`config.mk`:
```
export PLATFORM = sky130hd
export DESIGN_NAME = bird_hit_ctrl_flat
export DESIGN_NICKNAME = d
export VERILOG_FILES = /design/src/rtl/bird_pkg.sv /design/src/rtl/bird_hit_ctrl_if.sv /design/src/rtl/frame_tick_counter.sv /design/src/rtl/bird_hit_ctrl.sv /design/src/flat_wrapper.sv
export SDC_FILE = /design/constraint.sdc
export NUM_CORES = 1
export LEC_CHECK = 0
export CORE_AREA = 3 3 56 58
export CTS_CLUSTER_SIZE = 28
export DETAILED_ROUTE_END_ITERATION = 16
export DIE_AREA = 0 0 59 61
export MAX_ROUTING_LAYER = met4
export PLACE_DENSITY = 0.82
export SYNTH_ARGS = -nofsm -noshare
export SYNTH_HDL_FRONTEND = slang
export SYNTH_HIERARCHICAL = 1
export SYNTH_SLANG_ARGS = --single-unit
```
`constraint.sdc`:
```
create_clock -name clk -period 4.3 [get_ports clk]
set_input_delay 1.29 -clock clk [delete_from_list [all_inputs] [get_ports clk]]
set_output_delay 1.29 -clock clk [all_outputs]
set_load 0.02 [all_outputs]
```
`src/rtl/bird_pkg.sv`:
```
// Shared state type and default tuning constants for the bird hit controller
// and the bird drawer.
package bird_pkg;

  typedef enum logic [1:0] {
    ALIVE,
    HIT,
    DEAD
  } bird_state_t;

  localparam int unsigned BIRD_HIT_POINTS   = 3;
  localparam int unsigned BIRD_FLASH_FRAMES = 8;
  localparam int unsigned BIRD_FLAP_FRAMES  = 16;

  localparam int unsigned HP_W  = 4;
  localparam int unsigned CNT_W = 8;

endpackage

```
`src/rtl/bird_hit_ctrl_if.sv`:
```
// Drawer-side signal bundle for one bird: pixel requests in, bird drawer
// controls and score events out.
interface bird_hit_ctrl_if;
  import bird_pkg::*;

  logic            startOfFrame;
  logic            birdDrawingRequest;
  logic            missileDrawingRequest;
  logic            respawn;
  logic            flash;
  logic            alive;
  logic            duty50;
  logic            hitPulse;
  logic            killPulse;
  logic [HP_W-1:0] hpLeft;

  modport master (
    output startOfFrame, birdDrawingRequest, missileDrawingRequest, respawn,
    input  flash, alive, duty50, hitPulse, killPulse, hpLeft
  );

  modport slave (
    input  startOfFrame, birdDrawingRequest, missileDrawingRequest, respawn,
    output flash, alive, duty50, hitPulse, killPulse, hpLeft
  );

endinterface

```
`src/rtl/frame_tick_counter.sv`:
```
// Modulo counter of frame ticks; wrap strobes combinationally on the tick that
// takes the count from MODULUS-1 back to 0.
module frame_tick_counter #(
  parameter int unsigned MODULUS = 16,
  parameter int unsigned WIDTH   = 8
) (
  input  logic clk,
  input  logic resetN,
  input  logic tick,
  input  logic enable,
  input  logic clear,
  output logic wrap
);

  localparam logic [WIDTH-1:0] LAST = WIDTH'(MODULUS - 1);

  logic [WIDTH-1:0] cnt_q, cnt_d;

  always_comb begin
    cnt_d = cnt_q;
    wrap  = 1'b0;
    if (clear) begin
      cnt_d = '0;
    end else if (tick && enable) begin
      if (cnt_q >= LAST) begin
        cnt_d = '0;
        wrap  = 1'b1;
      end else begin
        cnt_d = cnt_q + WIDTH'(1);
      end
    end
  end

  always_ff @(posedge clk or negedge resetN) begin
    if (!resetN) begin
      cnt_q <= '0;
    end else begin
      cnt_q <= cnt_d;
    end
  end

endmodule

```
`src/rtl/bird_hit_ctrl.sv`:
```
// Per-bird status controller: latches missile collisions within a frame and
// resolves them at start of frame into hit points, flash window and death.
module bird_hit_ctrl
  import bird_pkg::*;
#(
  parameter int unsigned HIT_POINTS   = BIRD_HIT_POINTS,
  parameter int unsigned FLASH_FRAMES = BIRD_FLASH_FRAMES,
  parameter int unsigned FLAP_FRAMES  = BIRD_FLAP_FRAMES
) (
  input logic            clk,
  input logic            resetN,
  bird_hit_ctrl_if.slave bus
);

  localparam logic [HP_W-1:0]  HP_INIT    = HP_W'(HIT_POINTS);
  localparam logic [CNT_W-1:0] FLASH_INIT = CNT_W'(FLASH_FRAMES);

  bird_state_t      state_q, state_d;
  logic             hit_latch_q, hit_latch_d;
  logic [CNT_W-1:0] flash_cnt_q, flash_cnt_d;
  logic [HP_W-1:0]  hp_q, hp_d;
  logic             flash_q, flash_d;
  logic             alive_q, alive_d;
  logic             duty_q, duty_d;
  logic             hit_pulse_q, hit_pulse_d;
  logic             kill_pulse_q, kill_pulse_d;

  logic collision;
  logic revive;
  logic flap_wrap;

  assign collision = bus.birdDrawingRequest & bus.missileDrawingRequest & alive_q;
  assign revive    = (state_q == DEAD) & bus.respawn;

  frame_tick_counter #(
    .MODULUS (FLAP_FRAMES),
    .WIDTH   (CNT_W)
  ) u_flap_cnt (
    .clk    (clk),
    .resetN (resetN),
    .tick   (bus.startOfFrame),
    .enable (state_q != DEAD),
    .clear  (revive),
    .wrap   (flap_wrap)
  );

  always_comb begin
    state_d      = state_q;
    flash_cnt_d  = flash_cnt_q;
    hp_d         = hp_q;
    flash_d      = flash_q;
    alive_d      = alive_q;
    duty_d       = duty_q;
    hit_pulse_d  = 1'b0;
    kill_pulse_d = 1'b0;
    // Start of frame retires the old latch; a same-cycle collision belongs to the new frame.
    hit_latch_d  = bus.startOfFrame ? collision : (hit_latch_q | collision);

    if (flap_wrap) begin
      duty_d = ~duty_q;
    end

    unique case (state_q)
      ALIVE: begin
        if (bus.startOfFrame && hit_latch_q) begin
          hp_d = hp_q - HP_W'(1);
          if (hp_q == HP_W'(1)) begin
            state_d      = DEAD;
            alive_d      = 1'b0;
            flash_d      = 1'b0;
            kill_pulse_d = 1'b1;
          end else begin
            state_d     = HIT;
            flash_d     = 1'b1;
            flash_cnt_d = FLASH_INIT;
            hit_pulse_d = 1'b1;
          end
        end
      end
      HIT: begin
        // Latched hits are simply dropped while invulnerable.
        if (bus.startOfFrame) begin
          if (flash_cnt_q <= CNT_W'(1)) begin
            state_d     = ALIVE;
            flash_d     = 1'b0;
            flash_cnt_d = '0;
          end else begin
            flash_cnt_d = flash_cnt_q - CNT_W'(1);
          end
        end
      end
      DEAD: begin
        if (bus.respawn) begin
          state_d     = ALIVE;
          hp_d        = HP_INIT;
          alive_d     = 1'b1;
          flash_d     = 1'b0;
          hit_latch_d = 1'b0;
        end
      end
      default: begin
        state_d = ALIVE;
      end
    endcase
  end

  always_ff @(posedge clk or negedge resetN) begin
    if (!resetN) begin
      state_q      <= ALIVE;
      hit_latch_q  <= 1'b0;
      flash_cnt_q  <= '0;
      hp_q         <= HP_INIT;
      flash_q      <= 1'b0;
      alive_q      <= 1'b1;
      duty_q       <= 1'b0;
      hit_pulse_q  <= 1'b0;
      kill_pulse_q <= 1'b0;
    end else begin
      state_q      <= state_d;
      hit_latch_q  <= hit_latch_d;
      flash_cnt_q  <= flash_cnt_d;
      hp_q         <= hp_d;
      flash_q      <= flash_d;
      alive_q      <= alive_d;
      duty_q       <= duty_d;
      hit_pulse_q  <= hit_pulse_d;
      kill_pulse_q <= kill_pulse_d;
    end
  end

  assign bus.flash     = flash_q;
  assign bus.alive     = alive_q;
  assign bus.duty50    = duty_q;
  assign bus.hitPulse  = hit_pulse_q;
  assign bus.killPulse = kill_pulse_q;
  assign bus.hpLeft    = hp_q;

endmodule

```
`src/flat_wrapper.sv`:
```
// flat-port wrapper written by rule: the top's interface ports become plain ports
module bird_hit_ctrl_flat import bird_pkg::*;
#(
  parameter int unsigned HIT_POINTS   = BIRD_HIT_POINTS,
  parameter int unsigned FLASH_FRAMES = BIRD_FLASH_FRAMES,
  parameter int unsigned FLAP_FRAMES  = BIRD_FLAP_FRAMES
)
  (clk, resetN, bus_startOfFrame, bus_birdDrawingRequest, bus_missileDrawingRequest, bus_respawn, bus_flash, bus_alive, bus_duty50, bus_hitPulse, bus_killPulse, bus_hpLeft);
  bird_hit_ctrl_if bus_i ();
  input logic clk;
  input logic resetN;
  input wire logic [$bits(bus_i.startOfFrame)-1:0] bus_startOfFrame;
  input wire logic [$bits(bus_i.birdDrawingRequest)-1:0] bus_birdDrawingRequest;
  input wire logic [$bits(bus_i.missileDrawingRequest)-1:0] bus_missileDrawingRequest;
  input wire logic [$bits(bus_i.respawn)-1:0] bus_respawn;
  output wire logic [$bits(bus_i.flash)-1:0] bus_flash;
  output wire logic [$bits(bus_i.alive)-1:0] bus_alive;
  output wire logic [$bits(bus_i.duty50)-1:0] bus_duty50;
  output wire logic [$bits(bus_i.hitPulse)-1:0] bus_hitPulse;
  output wire logic [$bits(bus_i.killPulse)-1:0] bus_killPulse;
  output wire logic [$bits(bus_i.hpLeft)-1:0] bus_hpLeft;
  assign bus_i.startOfFrame = bus_startOfFrame;
  assign bus_i.birdDrawingRequest = bus_birdDrawingRequest;
  assign bus_i.missileDrawingRequest = bus_missileDrawingRequest;
  assign bus_i.respawn = bus_respawn;
  assign bus_flash = bus_i.flash;
  assign bus_alive = bus_i.alive;
  assign bus_duty50 = bus_i.duty50;
  assign bus_hitPulse = bus_i.hitPulse;
  assign bus_killPulse = bus_i.killPulse;
  assign bus_hpLeft = bus_i.hpLeft;
  bird_hit_ctrl #(.HIT_POINTS(HIT_POINTS), .FLASH_FRAMES(FLASH_FRAMES), .FLAP_FRAMES(FLAP_FRAMES)) u_core (.clk(clk), .resetN(resetN), .bus(bus_i));
endmodule
```
==> results.toml, run 1 <==
[clocking]
clkTransAtPathRegs_ns = 0.14
clock_latency_ns = 0.32
cts_root_buf = "clkbuf_4"
ctsResizeCount = 0
htreeDepth = 1
numCtsBuffers = 3
clockBufferDepth = 2
clkSinkCount = 28
tritoncts = "done"
cts_setup_buffers = 0
cts_hold_buf = 0

[final_layout]
fill_cells = 224
multi_input_area_um2 = 802
post-route-util_pct = 66.1
seq_area_um2 = 704
antenna_cells = 0
drive_gt1_share_pct = 9.04
area_delta_synth_final_pct = 14.6
nNetsFinal = 192
design_area_um2 = 1790

[worst_setup_path]
crit_type = "flip-flop to primary output"
start_kind = "flip-flop"
cp.arrival_ns = 1.55
path_buf_inv = 1
setup.worst_path.end_class = "primary output"
critPathSlowestCell = "clkdlybuf4s50_1"
required_ns = 3.01
cp_slowest_stage_delay_ns = 0.62
path_cells = "clkdlybuf4s50_1"
crit_family = "buffers and inverters"
critPathMaxFanout = 7

[logic_synthesis]
synth.most_common_cell = "dfrtp_1"
ys.warnings.count = 6
yosysUniqueCellTypes = 45
synth_top_area_cell = "dfrtp_1"
synth_cells = 161
synth_nets = 175
ys_seq_elements = 28
netlist_area_um2 = 1560
synth.avg_cell_area_um2 = 9.71
synthArstFlopShare_pct = 100
synth_top_area_share_pct = 40.0
synth_common_cells = "dfrtp_1, nand2_1, a21oi_1, inv_1, o21ai_1"
seq_area_frac_synth_pct = 45.1
synth-edff-count = 0
yosys_most_used_dff = "dfrtp_1"
synth_area_leaders = "dfrtp_1, ha_1, dfstp_2"

[drt]
via_per_inst = 6.10
post_drt_wl_per_cell_um = 15.8
ant_nets = 0
drc = 0
first_pass_iters = 4
drtIter0Drc = 81
vias = 1269
drt-total-wl_um = 3280

[global_route]
antenna_found_initial = 0
grt_pass1_vias = 1296
overflow = 0
grt_max_degree = 29
grt_pass1_wl_um = 5460
globalRouteTotalUtil_pct = 20.2

[sta]
fin_worst_skew_ns = 0.00530
setup_violations = 0
fmaxAchievable_mhz = 353
whs_ns = 0.472
period_share_pct = 65.9
fin_crit_ns = 2.84
hold_viol = 0
fin_setup_tns_ns = 0
max_slew_margin_pct = 61.2
grt_setup_unrepaired = "no"
drv_slew = 0
tightest_slew_ns = 0.580

[placement]
gp_congestion = 0.898
dpl_cell_area_um2 = 1740
numPortBuffers = 14
dpl.hpwl_um = 2400

[floorplan]
start_util_pct = 57.7
chipHeight_um = 61
num_rows = 19
core_um2 = 2710
io_pins = 15
dieArea_um2 = 3600
fp.dieW_um = 59

[pwr]
pwr-share-seq_pct = 39.9
p_comb_share_pct = 43.1
vdd_drop_max_mv = 0.479
swShare_pct = 38.5
p_sw_mw = 0.385
p_int_mw = 0.615
p_clk_share_pct = 16.9
p_leak_nw = 0.774
p_per_area_nw_per_um2 = 558

[outcome]
status = "finished, final reports clean"

[hold_path]
hold_path_class = "flip-flop to flip-flop"

[run]
maxCapViolCount = 0
## final timing paths
path	to	slack, ns	from	depth (start not counted)
worst min register to register	u_core/bus.duty50$_DFFE_PN0P_	0.47	u_core/bus.duty50$_DFFE_PN0P_	1
worst max-delay path	bus_hpLeft[0]	1.46	u_core/bus.hpLeft[0]$_DFFE_PN1P_	1
min in group asynchronous	u_core/u_flap_cnt/cnt_q[2]$_DFFE_PN0P_	1.33	resetN	2
max in group asynchronous	u_core/bus.hpLeft[0]$_DFFE_PN1P_	2.66	resetN	2
worst min-delay path	u_core/bus.duty50$_DFFE_PN0P_	0.47	u_core/bus.duty50$_DFFE_PN0P_	1
worst max register to register	u_core/flash_cnt_q[5]$_DFFE_PN0P_	2.10	u_core/state_q[0]$_DFFE_PN0P_	6
## logic make-up (layout without fill, tap and decap cells)
logic type      count (synthesis)  after routing  share of synthesized area [%]
fa+ha+maj                       8              8                           6.41
flops                          28             28                           45.1
mux                             3              3                           2.00
xor+xnor                        1              1                          0.561
simple gates                   55             55                           20.3
buf+inv                        15             31                           3.60
compound gates                 51             51                           22.0
## state kept, by name (all words and copies together), names as in the netlist
| register | flops |
|---|---|
| u_core/bus.alive | 1 |
| u_core/bus.duty50 | 1 |
| u_core/bus.flash | 1 |
| u_core/bus.hitPulse | 1 |
| u_core/bus.hpLeft | 4 |
| u_core/bus.killPulse | 1 |
| u_core/flash_cnt_q | 8 |
| u_core/hit_latch_q | 1 |
| u_core/state_q | 2 |
| u_core/u_flap_cnt/cnt_q | 8 |
## cells in the final DEF (no fill, tap or decap), types with 3 or more instances in the layout
cell type / netlist / final
nor2_1: 9 / 9
dfstp_2: 3 / 3
a31oi_1: 5 / 5
nor3_1: 5 / 5
o21ai_1: 10 / 10
o22a_1: 3 / 3
nand2b_1: 4 / 4
ha_1: 8 / 8
and2_1: 5 / 5
nand2_1: 13 / 13
inv_1: 12 / 12
a21oi_1: 12 / 12
nand3_1: 5 / 5
a22oi_1: 3 / 3
clkdlybuf4s50_1: 0 / 14
dfrtp_1: 25 / 25
clkbuf_4: 0 / 3
o21ai_0: 3 / 3
## metrics by stage
| step | cells | power [mW] | setup WS, ns |
|---|---|---|---|
| finish | 208 | 0.999 | 1.46 |
| global route | 208 | 1.07 | 1.40 |
| CTS | 208 | 1.00 | 1.45 |
| detailed placement | 204 | 0.829 | 1.19 |
| global placement | 204 | 0.804 | 1.32 |
| floorplan | 161 | 0.709 | 2.06 |
## power by group through the flow
stage,registers [mW],logic (mW),clock network (mW)
final,0.399,0.431,0.169
after global routing,0.412,0.478,0.183
after CTS,0.399,0.427,0.174
after detailed placement,0.404,0.425,0
after global placement,0.398,0.406,0
after floorplan,0.404,0.305,0
## area by class of cell
class / instances / share of cell area, %
Multi-Input combinational cell: 118 / 44.8
Sequential cell: 28 / 39.3
Timing Repair Buffer: 15 / 8.25
Inverter: 12 / 2.52
Tap cell: 31 / 2.17
Clock inverter: 1 / 1.68
Clock buffer: 3 / 1.26
## per-layer routing
metal	track usage, %	up-vias	wire length [um]
met1	23.9	601	1430
met3	2.55	8	182
li1	-	615	-
met2	33.9	45	1610
met5	-	-	0
met4	10.0	0	61
(Power assumes the default switching activity.)
==> run 2, diff against run 1 <==
--- a/config.mk
+++ b/config.mk
@@ -5,12 +5,12 @@
 export SDC_FILE = /design/constraint.sdc
 export NUM_CORES = 1
 export LEC_CHECK = 0
-export CORE_AREA = 3 3 56 58
+export CORE_AREA = 3 3 60 62
 export CTS_CLUSTER_SIZE = 28
 export DETAILED_ROUTE_END_ITERATION = 16
-export DIE_AREA = 0 0 59 61
+export DIE_AREA = 0 0 63 65
 export MAX_ROUTING_LAYER = met4
-export PLACE_DENSITY = 0.82
+export PLACE_DENSITY = 0.76
 export SYNTH_ARGS = -nofsm -noshare
 export SYNTH_HDL_FRONTEND = slang
 export SYNTH_HIERARCHICAL = 1
==> constraint.sdc (replaced) <==
create_clock -name clk -period 2.36 [get_ports clk]
set_input_delay 0.708 -clock clk [delete_from_list [all_inputs] [get_ports clk]]
set_output_delay 0.708 -clock clk [all_outputs]
set_load 0.02 [all_outputs]
==> results.toml, run 2 (synthesis results as in run 1) <==
[outcome]
status = "finished, final reports clean"

[pwr]
p_int_mw = 1.14
p_leak_nw = 0.802
p_comb_share_pct = 43.6
swShare_pct = 38.4
totalPowerFinal_mw = 1.85
pwr-share-seq_pct = 39.5
p_clk_share_pct = 17.0
p_per_area_nw_per_um2 = 997
vdd_drop_max_mv = 0.474
p_sw_mw = 0.710

[placement]
numPortBuffers = 14
pre_cts_slack_ns = 0.0934
gp_congestion = 0.958
dpl.hpwl_um = 2440

[final_layout]
area_delta_synth_final_pct = 18.5
nNetsFinal = 198
layout_commonest_cell = "dfrtp_1"
fill_cells = 268
final_cell_mix = "dfrtp_1, clkdlybuf4s50_1, nand2_1, inv_1, a21oi_1"
antenna_cells = 0
drive_gt1_share_pct = 12.0

[clocking]
cts_root_buf = "clkbuf_4"
cts_setup_buffers = 0
clockBufferDepth = 2
cts_hold_buf = 0
htreeDepth = 1
ctsResizeCount = 0
numCtsBuffers = 3
clkTransAtPathRegs_ns = 0.15
clock_latency_ns = 0.32
tritoncts = "done"
clkSinkCount = 28

[hold_path]
min_to = "u_core/bus.duty50$_DFFE_PN0P_"
hold_path_class = "flip-flop to flip-flop"
hold_depth = 1
hold_path_startpoint = "u_core/bus.duty50$_DFFE_PN0P_"

[global_route]
grt_max_degree = 29
grt_pass1_wl_um = 5890
antenna_found_initial = 0
grt_pass1_vias = 1294
globalRouteTotalUtil_pct = 18.4
overflow = 0

[floorplan]
core_um2 = 3080
fp.dieW_um = 63
io_pins = 15
chipHeight_um = 65
dieArea_um2 = 4100
num_rows = 20
start_util_pct = 50.8

[drt]
via_per_inst = 5.68
ant_nets = 0
post_drt_wl_per_cell_um = 14.3
drt-total-wl_um = 3240
drtIter0Drc = 106
first_pass_iters = 4
vias = 1290
drc = 0

[worst_setup_path]
path_cells = "clkdlybuf4s50_1"
r2r_cells = 6
crit_family = "buffers and inverters"
r2r-end = "u_core/bus.flash$_DFFE_PN0P_"
required_ns = 1.65
path_buf_inv = 1
start_kind = "flip-flop"
rrSetupSlack_ns = 0.40
critPathMaxFanout = 7
critPathSlowestCell = "clkdlybuf4s50_1"
setup.worst_path.end_class = "primary output"
cp.arrival_ns = 1.55
r2r-start = "u_core/state_q[0]$_DFFE_PN0P_"
crit_type = "flip-flop to primary output"
cp_slowest_stage_delay_ns = 0.62

[sta]
period_share_pct = 95.8
grt_setup_unrepaired = "no"
fmaxAchievable_mhz = 442
setup_slack_ns = 0.0981
hold_viol = 0
max_slew_margin_pct = 69.4
setup_violations = 0
fin_setup_tns_ns = 0
fin_crit_ns = 2.26
drv_slew = 0
tightest_slew_ns = 0.458
fin_worst_skew_ns = 0.00562

[run]
maxCapViolCount = 0
run 2: changes by cell type in the layout (fill, tap and decap cells not counted):
cell,previous run,this run
buf_4,1,7
run 2: cell type report:
class | instances | area (um^2) | share of cell area (%)
multi-input combinational | 118 | 802 | 43.3
sequential | 28 | 704 | 38.0
timing repair buffer | 21 | 193 | 10.4
tap | 44 | 55.1 | 2.97
inverter | 12 | 45.0 | 2.43
clock inverter | 1 | 30.0 | 1.62
clock buffer | 3 | 22.5 | 1.22
run 2: through the flow:
step	hold WS [ns]	instances	area, um^2	utilization (%)
CTS	0.492	227	1850	60.2
floorplan	0.412	161	1560	-
global route	0.530	227	1850	60.2
finish	0.496	227	1850	60.2
global placement	0.457	223	1800	58.5
detailed placement	0.472	223	1800	58.5
run 2: worst register-to-register path, stage by stage (launching register included):
cell	delay (ns)
dfrtp_1	0.41
inv_1	0.10
ha_1	0.36
nor2b_1	0.43
a21oi_1	0.11
o211ai_1	0.12
mux2_1	0.34
run 2: how the worst max path moves through the flow:
stage | cells past startpoint | startpoint | endpoint | slack [ns]
detailed placement | 5 | bus_startOfFrame | u_core/flash_cnt_q[5]$_DFFE_PN0P_ | 0.09
global route | 1 | u_core/bus.hpLeft[0]$_DFFE_PN1P_ | bus_hpLeft[0] | 0.03
finish | 1 | u_core/bus.hpLeft[0]$_DFFE_PN1P_ | bus_hpLeft[0] | 0.1
floorplan | 7 | u_core/state_q[0]$_DFFE_PN0P_ | u_core/bus.flash$_DFFE_PN0P_ | 0.52
CTS | 1 | u_core/bus.hpLeft[0]$_DFFE_PN1P_ | bus_hpLeft[0] | 0.08
global placement | 5 | bus_startOfFrame | u_core/bus.flash$_DFFE_PN0P_ | 0.13
run 2: per-layer routing:
layer / vias to the layer above / global-route usage [%] / wire (um)
met5: - / - / 0
li1: 638 / - / -
met4: 0 / 5.23 / 20
met3: 2 / 2.77 / 165
met1: 620 / 23.4 / 1460
met2: 30 / 30.6 / 1600
run 2: power by group through the flow:
stage / sequential (mW) / combinational [mW] / clock, mW
2_1_floorplan: 0.736 / 0.556 / 0
3_3_place_gp: 0.730 / 0.766 / 0
3_5_place_dp: 0.735 / 0.794 / 0
4_1_cts: 0.726 / 0.802 / 0.326
5_1_grt: 0.748 / 0.905 / 0.347
6_report: 0.728 / 0.804 / 0.314
